==> config.mk <==
export PLATFORM = sky130hd
export DESIGN_NAME = skid_pipe_reg
export DESIGN_NICKNAME = d
export VERILOG_FILES = /design/src/rtl/skid_pipe_reg.sv
export SDC_FILE = /design/constraint.sdc
export NUM_CORES = 1
export LEC_CHECK = 0
export CORE_MARGIN = 2
export CORE_UTILIZATION = 54
export CTS_CLUSTER_SIZE = 12
export DETAILED_ROUTE_END_ITERATION = 10
export PLACE_DENSITY = 0.86
export SYNTH_ARGS = -nofsm -noshare
export SYNTH_HDL_FRONTEND = slang
export SYNTH_SLANG_ARGS = --single-unit
==> constraint.sdc <==
create_clock -name clk -period 3.4 [get_ports clk]
set_input_delay 0.68 -clock clk [delete_from_list [all_inputs] [get_ports clk]]
set_output_delay 0.68 -clock clk [all_outputs]
set_load 0.01 [all_outputs]
==> src/rtl/skid_pipe_reg.sv <==
// skid_pipe_reg: parametrised pipeline-stage register with a valid/ready
// handshake and a 2-entry skid buffer. in_ready and out_valid come straight
// from flops, so a downstream stall never forms a combinational path back
// upstream. flush drops every held payload and leaves a bubble.
// Optional build macro SKID_PIPE_REG_STATS_EN adds a saturating stall
// counter (stall_cnt) and its synchronous clear input (stall_clr).
module skid_pipe_reg #(
  parameter int               WIDTH   = 69,
  parameter logic [WIDTH-1:0] RST_VAL = {WIDTH{1'b0}}
) (
  input  logic             clk,
  input  logic             rst,
  input  logic             in_valid,
  output logic             in_ready,
  input  logic [WIDTH-1:0] in_data,
  input  logic             flush,
  output logic             out_valid,
  input  logic             out_ready,
  output logic [WIDTH-1:0] out_data
`ifdef SKID_PIPE_REG_STATS_EN
  ,
  input  logic             stall_clr,
  output logic [15:0]      stall_cnt
`endif
);

  // State encoding is {skid_v, main_v}; 2'b10 cannot be reached.
  typedef enum logic [1:0] {
    ST_EMPTY = 2'b00,
    ST_FULL1 = 2'b01,
    ST_BAD   = 2'b10,
    ST_FULL2 = 2'b11
  } state_t;

  state_t           state_r;
  state_t           state_s;
  logic             in_ready_r;
  logic             in_ready_s;
  logic [WIDTH-1:0] main_data_r;
  logic [WIDTH-1:0] main_data_s;
  logic [WIDTH-1:0] skid_data_r;
  logic [WIDTH-1:0] skid_data_s;
  logic             main_v_s;
  logic             in_fire_s;
  logic             out_fire_s;

  assign main_v_s   = state_r[0];
  assign in_fire_s  = in_valid & in_ready_r;
  assign out_fire_s = main_v_s & out_ready;

  assign in_ready  = in_ready_r;
  assign out_valid = state_r[0];
  assign out_data  = main_data_r;

  // Next-state and data-path selection; flush overrides the handshake moves.
  always_comb begin
    state_s     = state_r;
    main_data_s = main_data_r;
    skid_data_s = skid_data_r;
    case (state_r)
      ST_EMPTY: begin
        if (in_fire_s) begin
          main_data_s = in_data;
          state_s     = ST_FULL1;
        end else begin
          state_s     = ST_EMPTY;
        end
      end
      ST_FULL1: begin
        if (in_fire_s && out_fire_s) begin
          main_data_s = in_data;
          state_s     = ST_FULL1;
        end else if (in_fire_s) begin
          // Downstream stalled: the new payload parks in the skid entry.
          skid_data_s = in_data;
          state_s     = ST_FULL2;
        end else if (out_fire_s) begin
          state_s     = ST_EMPTY;
        end else begin
          state_s     = ST_FULL1;
        end
      end
      ST_FULL2: begin
        // in_ready is low here, so only the drain side can move.
        if (out_fire_s) begin
          main_data_s = skid_data_r;
          state_s     = ST_FULL1;
        end else begin
          state_s     = ST_FULL2;
        end
      end
      default: begin
        state_s = ST_EMPTY;
      end
    endcase
    if (flush) begin
      // Valids clear, data registers keep their contents.
      state_s     = ST_EMPTY;
      main_data_s = main_data_r;
      skid_data_s = skid_data_r;
    end else begin
      state_s     = state_s;
    end
    // Ready for the next cycle is simply "skid entry will be free".
    in_ready_s = ~state_s[1];
  end

  // State, ready and data registers with synchronous reset.
  always_ff @(posedge clk) begin
    if (rst) begin
      state_r     <= ST_EMPTY;
      in_ready_r  <= 1'b1;
      main_data_r <= RST_VAL;
      skid_data_r <= RST_VAL;
    end else begin
      state_r     <= state_s;
      in_ready_r  <= in_ready_s;
      main_data_r <= main_data_s;
      skid_data_r <= skid_data_s;
    end
  end

`ifdef SKID_PIPE_REG_STATS_EN
  logic [15:0] stall_cnt_r;

  assign stall_cnt = stall_cnt_r;

  // Saturating count of cycles where a valid payload waits on downstream.
  always_ff @(posedge clk) begin
    if (rst) begin
      stall_cnt_r <= 16'd0;
    end else if (stall_clr) begin
      stall_cnt_r <= 16'd0;
    end else if (out_valid && !out_ready && (stall_cnt_r != 16'hFFFF)) begin
      stall_cnt_r <= stall_cnt_r + 16'd1;
    end else begin
      stall_cnt_r <= stall_cnt_r;
    end
  end
`endif

endmodule

; ---- Yosys cells after proc, flatten, opt, wreduce, memory -nomap -nowiden
; Cells that the tools add are included.
[totals]
register_bits = 141
inputBits = 74
output_inout_bits = 71
elab_cells = 32
[classes]
n_eq_ne = 5
n_mux = 11
bitwise_logic = 5
reduce_logical = 6
[op_table]
columns = operator, n
row1 = $mux 69, 3
row2 = $pmux 69 s3, 1
row3 = $mux 2, 4
row4 = $ne 2x2->1 const B, 3
row5 = $pmux 2 s3, 1
row6 = $reduce_and 5->1, 1
row7 = $reduce_and 4->1, 1
row8 = $not 1->1, 3
row9 = $reduce_bool 3->1, 1
row10 = $and 1x1->1, 2
row11 = $eq 2x1->1 const B, 1
row12 = $eq 2x2->1 const B, 1
row13 = $logic_not 2->1, 1
row14 = $mux 1, 2
row15 = $reduce_or 2->1, 1
row16 = $logic_and 1x1->1, 1

; ---- Logic depth before layout (Yosys ltp)
; Gate-level depths: netlist (run 1).
[depth]
word_depth = 7
mapped_depth = 7
mapped_depth_nobuf = 3

; ---- Worst setup path before layout (run 1)
; No wires, ideal clock.
[synth_path]
kind = input port to flip-flop
startpoint = in rst
endpoint = reg main_data_r[24], in the netlist out_data[24]
setup_ps = 152
arrival_time_ps = 1583
required_ps = 3248
slack_ps = 1666
path_stages = 4
path_buffers = 3
cell_sequence = clkbuf_1 clkbuf_1 clkbuf_1 a221oi_2
[synth_lines]
columns = element, line
row1 = from (decl), 12  ; input logic rst,
row2 = to (signal assigned), 118  ; main_data_r <= main_data_s;
row3 = to (decl), 39  ; logic [WIDTH-1:0] main_data_r;
; No word-level cell between the ends.

; ---- Final worst setup path (run 1)
[layout_path]
startpoint = in out_ready
endpoint = reg main_data_r[66], in the netlist out_data[66]
[layout_between]
elab_chain_cells = 4
elab_cells_between_ends = 5
classes_between = eq/ne (2) / bitwise (1) / reduce/logical (2)
[layout_lines]
columns = element, line
row1 = from (decl), 18  ; input logic out_ready,
row2 = $and 1x1->1 *, 49  ; assign out_fire_s = main_v_s & out_ready;
row3 = $logic_and 1x1->1, 70  ; if (in_fire_s && out_fire_s) begin
row4 = $ne 2x2->1 (no line), -
row5 = $reduce_and 5->1 (no line) *, -
; Every way passes the cells marked *; elsewhere a longest branch is shown, timed or not.
; A chain may end at the register's enable or synchronous reset.

==> impl_metrics.yaml, run 1 <==
placed_design:
  place.detailed.instances: 935
  placed_cell_area_sq_um: 7560
  routabilityCongestion: 0.817
  detailedPlacementHpwl_microns: 9970
  pre_cts_ws_ns: 0.473
  io_buffers: 144
worst_setup_path:
  cp.arrival_ns: 2.83
  timing.critical_path.max_delay_family: "buffers and inverters"
  startpoint_type: "input port"
  worst_path_largest_cell_delay_ns: 0.57
  setup.worst_path.end_class: "register"
  reg_to_reg_slack_setup_ns: 1.11
  cp.required_ns: 3.70
  timing_worst_setup_path_type: "input port to register"
  critical_path_peak_fanout: 37
  cpMaxStageDelayCell: "clkdlybuf4s50_1"
  cp_cell_sequence: "clkdlybuf4s50_1 > nand2b_1 > nand4bb_4 > buf_12 > a221oi_1"
  timing.critical_path.buf_inv: 2
logic_synthesis:
  synth_warnings: 0
  yosys_register_bits: 141
  yosysTopAreaCellShare_pct: 46.1
  yosys.area.top_type: "dfxtp_1"
  number_of_library_cell_types_mapped_by_synthesis: 22
  synth_area_per_cell_sq_um: 8.48
  ys_seq_area_share_pct: 46.1
  synth_fp_nets: 796
  number_of_instances_in_the_synthesized_netlist: 722
  synth.top_cells.by_area: "dfxtp_1 (46%), o21ai_0 (11%), nand3b_1 (8.6%)"
  synth.cell_area_sq_um: 6120
power_and_ir_drop:
  power-per-cell-area_nw_per_um2: 504
  total_power_mw: 4.11
  p_sw_mw: 0.959
  p_comb_share_pct: 12.0
  clockPowerShare_pct: 45.3
  switching_share_pct: 23.3
  internal-power_mw: 3.15
  leakage_nw: 2.65
  power.sequential.fraction_pct: 42.7
  power.ir.vdd_worst_uv: 281
timing:
  final_total_negative_setup_slack_ns: 0
  fin_worst_skew_ns: 0.00546
  relSlewSlack_pct: 40.5
  timing.final.ws_setup_ns: 0.873
  timing.final.max_slew_violations: 0
  timing.fmax_mhz: 396
  portion_of_the_clock_cycle_consumed_by_the_worst_path_in_the_final_layout_pct: 74.3
  final_hold_viol_count: 0
  tightest_pin_transition_ns: 0.893
  setup_viol_count_final: 0
  finalWorstPathRequiredPeriod_ns: 2.53
  rsz_0062_raised_after_global_routing: "false"
grt:
  number_of_antenna_violations_at_the_first_check_in_global_routing: 0
  track_usage_pct: 27.0
  first_pass_grt_wire_length_microns: 27600
  grt_max_degree: 103
  grt-ovfl-total: 0
  first_global_vias: 5671
clocking:
  cts_made_buffers: 17
  cts.repair_timing.setup_buffer_count: 0
  cts_buffer_depth: 2
  cts-root-buf: "clkbuf_16"
  worst_skew_pair.late_latency_ns: 0.41
  tritoncts_num_sinks: 141
  cts_tree: "yes"
  cts_htree_levels: 4
  post_cts_resized: 0
  postCtsHoldBufs: 0
  clkSlewWorstSetupHoldPaths_ns: 0.06
final_layout:
  area_growth_syn_to_layout_pct: 33.3
  postLayoutCellArea_sq_um: 8160
  drive_above_1_share_pct: 7.50
  diodes: 0
  design.final.nets: 888
  finish.cell_count_without_fillers: 967
  top_library_cells_by_usage_in_the_layout_fill_and_taps_aside: "clkdlybuf4s50_1 (143), dfxtp_1 (139), o21ai_0 (138)"
  layout.cells.most_common: "clkdlybuf4s50_1"
die:
  die_y_microns: 111
  floorplan.die.width_microns: 111
  io_pins: 145
  initial_utilization_pct: 56.0
  rows: 38
  area_enclosed_by_the_die_boundary_sq_um: 12200
  core_area_sq_um: 10900
flow_run:
  maxCapViolCount: 0
routing:
  detail_route.iter0.violations: 441
  drt_first_pass_iters: 6
  wire_per_inst_microns: 17.2
  routed-via-count: 5995
  avg_vias_per_cell: 6.20
  final_wirelength_microns: 16600
  drcViolationCount: 0
  ant_nets: 0
outcome:
  status: "completed"
min_path:
  worstHoldPathType: "register to register"
## final timing paths
kind	start	end	cells after the start
setup reg to reg	state_r[1]$_SDFF_PP0_	out_data[66]$_SDFFE_PP0P_	4
setup / recovery	out_ready	out_data[66]$_SDFFE_PP0P_	5
hold / removal	out_data[31]$_SDFFE_PP0P_	out_data[31]$_SDFFE_PP0P_	2
hold reg to reg	out_data[31]$_SDFFE_PP0P_	out_data[31]$_SDFFE_PP0P_	2
## routing by layer
metal	track usage [%]	up-vias	part of all wire, %
met1	34.6	2879	42
met5	0	-	0
li1	-	2792	-
met3	6.09	32	7.8
met4	11.0	0	1.9
met2	44.0	292	49
## cell families (layout without fill, tap and decap cells)
| kind of cell | after synthesis | in the layout | share of synthesized area [%] |
|---|---|---|---|
| AND/OR/NAND/NOR | 149 | 149 | 15.7 |
| buffers and inverters | 154 | 259 | 10.2 |
| flip-flops | 141 | 141 | 46.1 |
| AO/OA/AOI/OAI | 278 | 278 | 28.0 |
## synthesized netlist by cell type
cell type	instances
nand2b_1	3
nor3b_4	1
a21oi_2	1
o21ai_0	138
nand3b_1	70
nor4_1	1
inv_1	70
nor3b_2	1
buf_4	2
or3b_4	1
and3b_1	1
nor3_1	1
a21oi_1	70
buf_2	11
dfxtp_1	141
nand3_1	69
clkbuf_1	65
a221oi_2	10
a221oi_1	59
buf_6	3
buf_1	3
nand4bb_1	1
## worst register-to-register path: stages, from the launching register on
cell	delay (ns)
dfxtp_4	0.59
a21oi_2	0.12
nand4bb_4	0.69
buf_12	0.43
a221oi_1	0.35
## area by class of cell
class | count | area [sq um]
sequential | 141 | 2830
fill | 789 | 2770
multi-input combinational | 427 | 2700
timing repair buffer | 157 | 1590
clock buffer | 23 | 499
inverter | 70 | 263
tap | 140 | 175
clock inverter | 9 | 108
## power groups by stage
stage / registers, mW / clock network [mW] / logic, mW
global route: 1.76 / 1.96 / 0.529
CTS: 1.76 / 1.88 / 0.491
detailed placement: 1.79 / 0 / 0.489
finish: 1.76 / 1.86 / 0.493
global placement: 1.79 / 0 / 0.477
floorplan: 1.81 / 0 / 0.194
## metrics by stage
step / utilization (%) / hold slack, ns
after floorplan: - / 0.448
after global placement: 69.1 / 0.452
after detailed placement: 69.1 / 0.451
after CTS: 74.6 / 0.460
after global routing: 74.6 / 0.479
final: 74.6 / 0.460
## registers in the layout, indices dropped and copies added, names as in the netlist
name / cells
skid_data_r: 69
in_ready: 1
out_data: 69
state_r: 2
Note: power is estimated with default switching activity, not from simulation.
==> run 2, diff against run 1 <==
--- a/config.mk
+++ b/config.mk
@@ -6,10 +6,10 @@
 export NUM_CORES = 1
 export LEC_CHECK = 0
 export CORE_MARGIN = 2
-export CORE_UTILIZATION = 54
+export CORE_UTILIZATION = 45
 export CTS_CLUSTER_SIZE = 12
 export DETAILED_ROUTE_END_ITERATION = 10
-export PLACE_DENSITY = 0.86
+export PLACE_DENSITY = 0.76
 export SYNTH_ARGS = -nofsm -noshare
 export SYNTH_HDL_FRONTEND = slang
 export SYNTH_SLANG_ARGS = --single-unit
==> constraint.sdc (replaced) <==
create_clock -name clk -period 2.2 [get_ports clk]
set_input_delay 0.44 -clock clk [delete_from_list [all_inputs] [get_ports clk]]
set_output_delay 0.44 -clock clk [all_outputs]
set_load 0.01 [all_outputs]
==> run 2 against run 1 <==
Against the previous run:
- sequential power is 55% higher
- critical path depth is 4 lower
- combinational power is 55% higher
- critical path type is now register to output port
- largest cell class unchanged
==> impl_metrics.yaml, run 2 (synthesis gave the netlist of run 1 again) <==
outcome:
  status: "completed"
clocking:
  postCtsHoldBufs: 0
  cts_buffer_depth: 2
  tritoncts_num_sinks: 141
  cts_tree: "yes"
  worst_skew_pair.late_latency_ns: 0.43
  cts_htree_levels: 4
  cts_made_buffers: 17
  clkSlewWorstSetupHoldPaths_ns: 0.06
  cts-root-buf: "clkbuf_16"
worst_setup_path:
  worst_path_largest_cell_delay_ns: 0.62
  rr_startpoint: "state_r[0]$_SDFF_PP0_"
  timing_worst_setup_path_type: "register to output port"
  setup.worst_path.end_class: "output port"
  timing.critical_path.buf_inv: 1
  regToRegEndpoint: "skid_data_r[26]$_SDFFE_PP0P_"
  cpMaxStageDelayCell: "clkdlybuf4s50_1"
  cp.arrival_ns: 1.55
  r2r.worst_path.cells: 3
  startpoint_type: "register"
  timing.critical_path.max_delay_family: "buffers and inverters"
  crit_cells: 1
  reg_to_reg_slack_setup_ns: 0.45
  cp_cell_sequence: "clkdlybuf4s50_1"
  cp.required_ns: 1.76
  critical_path_peak_fanout: 23
power_and_ir_drop:
  leakage_nw: 2.71
  total_power_mw: 6.51
  power-per-cell-area_nw_per_um2: 783
  power.ir.vdd_worst_uv: 483
routing:
  drcViolationCount: 0
  final_wirelength_microns: 16500
  met3WireLength_microns: 1240
  ant_nets: 0
  route.layer.met1.wl_microns: 7150
  drt_first_pass_iters: 5
  routed-via-count: 5860
  met2RoutedLength_microns: 7860
  avg_vias_per_cell: 5.80
  detail_route.iter0.violations: 575
  top_layer: "met4"
  wire_per_inst_microns: 16.3
die:
  floorplan.die.width_microns: 121
  core_area_sq_um: 13200
  rows: 42
  area_enclosed_by_the_die_boundary_sq_um: 14600
  initial_utilization_pct: 46.2
  die_y_microns: 121
  io_pins: 145
timing:
  timing.fmax_mhz: 502
  finalWorstPathRequiredPeriod_ns: 1.99
  tightest_pin_transition_ns: 0.715
  fin_worst_skew_ns: 0.0124
  setup_viol_count_final: 0
  relSlewSlack_pct: 52.4
  final_hold_viol_count: 0
  rsz_0062_raised_after_global_routing: "false"
  final_total_negative_setup_slack_ns: 0
  worst_hold_slack_ns: 0.443
  portion_of_the_clock_cycle_consumed_by_the_worst_path_in_the_final_layout_pct: 90.6
  timing.final.max_slew_violations: 0
final_layout:
  drive_above_1_share_pct: 8.15
  layout.cells.most_common: "clkdlybuf4s50_1"
  design.final.nets: 895
  top_library_cells_by_usage_in_the_layout_fill_and_taps_aside: "clkdlybuf4s50_1 (143), dfxtp_1 (139), o21ai_0 (138)"
  area_growth_syn_to_layout_pct: 35.8
  nFillCells: 1108
placed_design:
  io_buffers: 144
  detailedPlacementHpwl_microns: 10300
  routabilityCongestion: 0.791
min_path:
  worstHoldPathType: "input port to register"
  worst_hold_path.endpoint: "skid_data_r[61]$_SDFFE_PP0P_"
  depth_of_the_worst_hold_timing_path: 2
  min_from: "rst"
grt:
  grt-ovfl-total: 0
  grt_max_degree: 70
  number_of_antenna_violations_at_the_first_check_in_global_routing: 0
  track_usage_pct: 22.7
  first_global_vias: 5377
  first_pass_grt_wire_length_microns: 26700
flow_run:
  maxCapViolCount: 0
run 2: cell count changes in the layout (fill, tap and decap cells not counted), moves of 2 or more:
cell | previous run | this run
clkbuf_8 | 3 | 7
clkinv_4 | 2 | 0
clkinvlp_4 | 2 | 0
buf_12 | 4 | 6
buf_4 | 10 | 15
run 2: what timing repair did:
item                                    4_1_cts  5_1_grt
setup buffers                                 0        0
endpoints found under the setup margin        0        1
resized for setup                             0        1
run 2: layer usage:
metal | vias to the layer above | global-route usage [%]
li1 | 2806 | -
met1 | 2774 | 29.8
met2 | 259 | 36.7
met3 | 21 | 5.28
met4 | 0 | 7.85
met5 | - | 0
run 2: cell type report:
cell class | count | area (sq um) | share of cell area [%]
Clock buffer | 27 | 533 | 6.41
Tap cell | 176 | 220 | 2.65
Multi-Input combinational cell | 427 | 2700 | 32.5
Antenna cell | 1 | 2.50 | 0.0301
Clock inverter | 5 | 100 | 1.20
Sequential cell | 141 | 2830 | 34.0
Timing Repair Buffer | 164 | 1660 | 20.0
Inverter | 70 | 263 | 3.16
run 2: how the worst max path moves through the flow:
stage | from | end | slack, ns
floorplan | state_r[0]$_SDFF_PP0_ | skid_data_r[58]$_SDFFE_PP0P_ | 0.64
global placement | out_ready | skid_data_r[12]$_SDFFE_PP0P_ | 0.04
detailed placement | out_ready | skid_data_r[26]$_SDFFE_PP0P_ | 0.01
CTS | state_r[0]$_SDFF_PP0_ | out_valid | 0.05
global route | state_r[0]$_SDFF_PP0_ | out_valid | 0.16
finish | state_r[0]$_SDFF_PP0_ | out_valid | 0.21
run 2: stage by stage:
step / util, % / area (sq um) / worst slack [ns] / instances
floorplan: - / 6120 / 0.645 / 722
global placement: 58.0 / 7680 / 0.0424 / 978
detailed placement: 58.0 / 7680 / 0.0144 / 978
CTS: 62.8 / 8310 / 0.0462 / 1010
global route: 62.8 / 8310 / 0.160 / 1010
finish: 62.8 / 8320 / 0.207 / 1011
run 2: power by group:
part	internal, mW	switching, mW
clock	1.99	1.04
combinational	0.400	0.365
sequential	2.66	0.0604
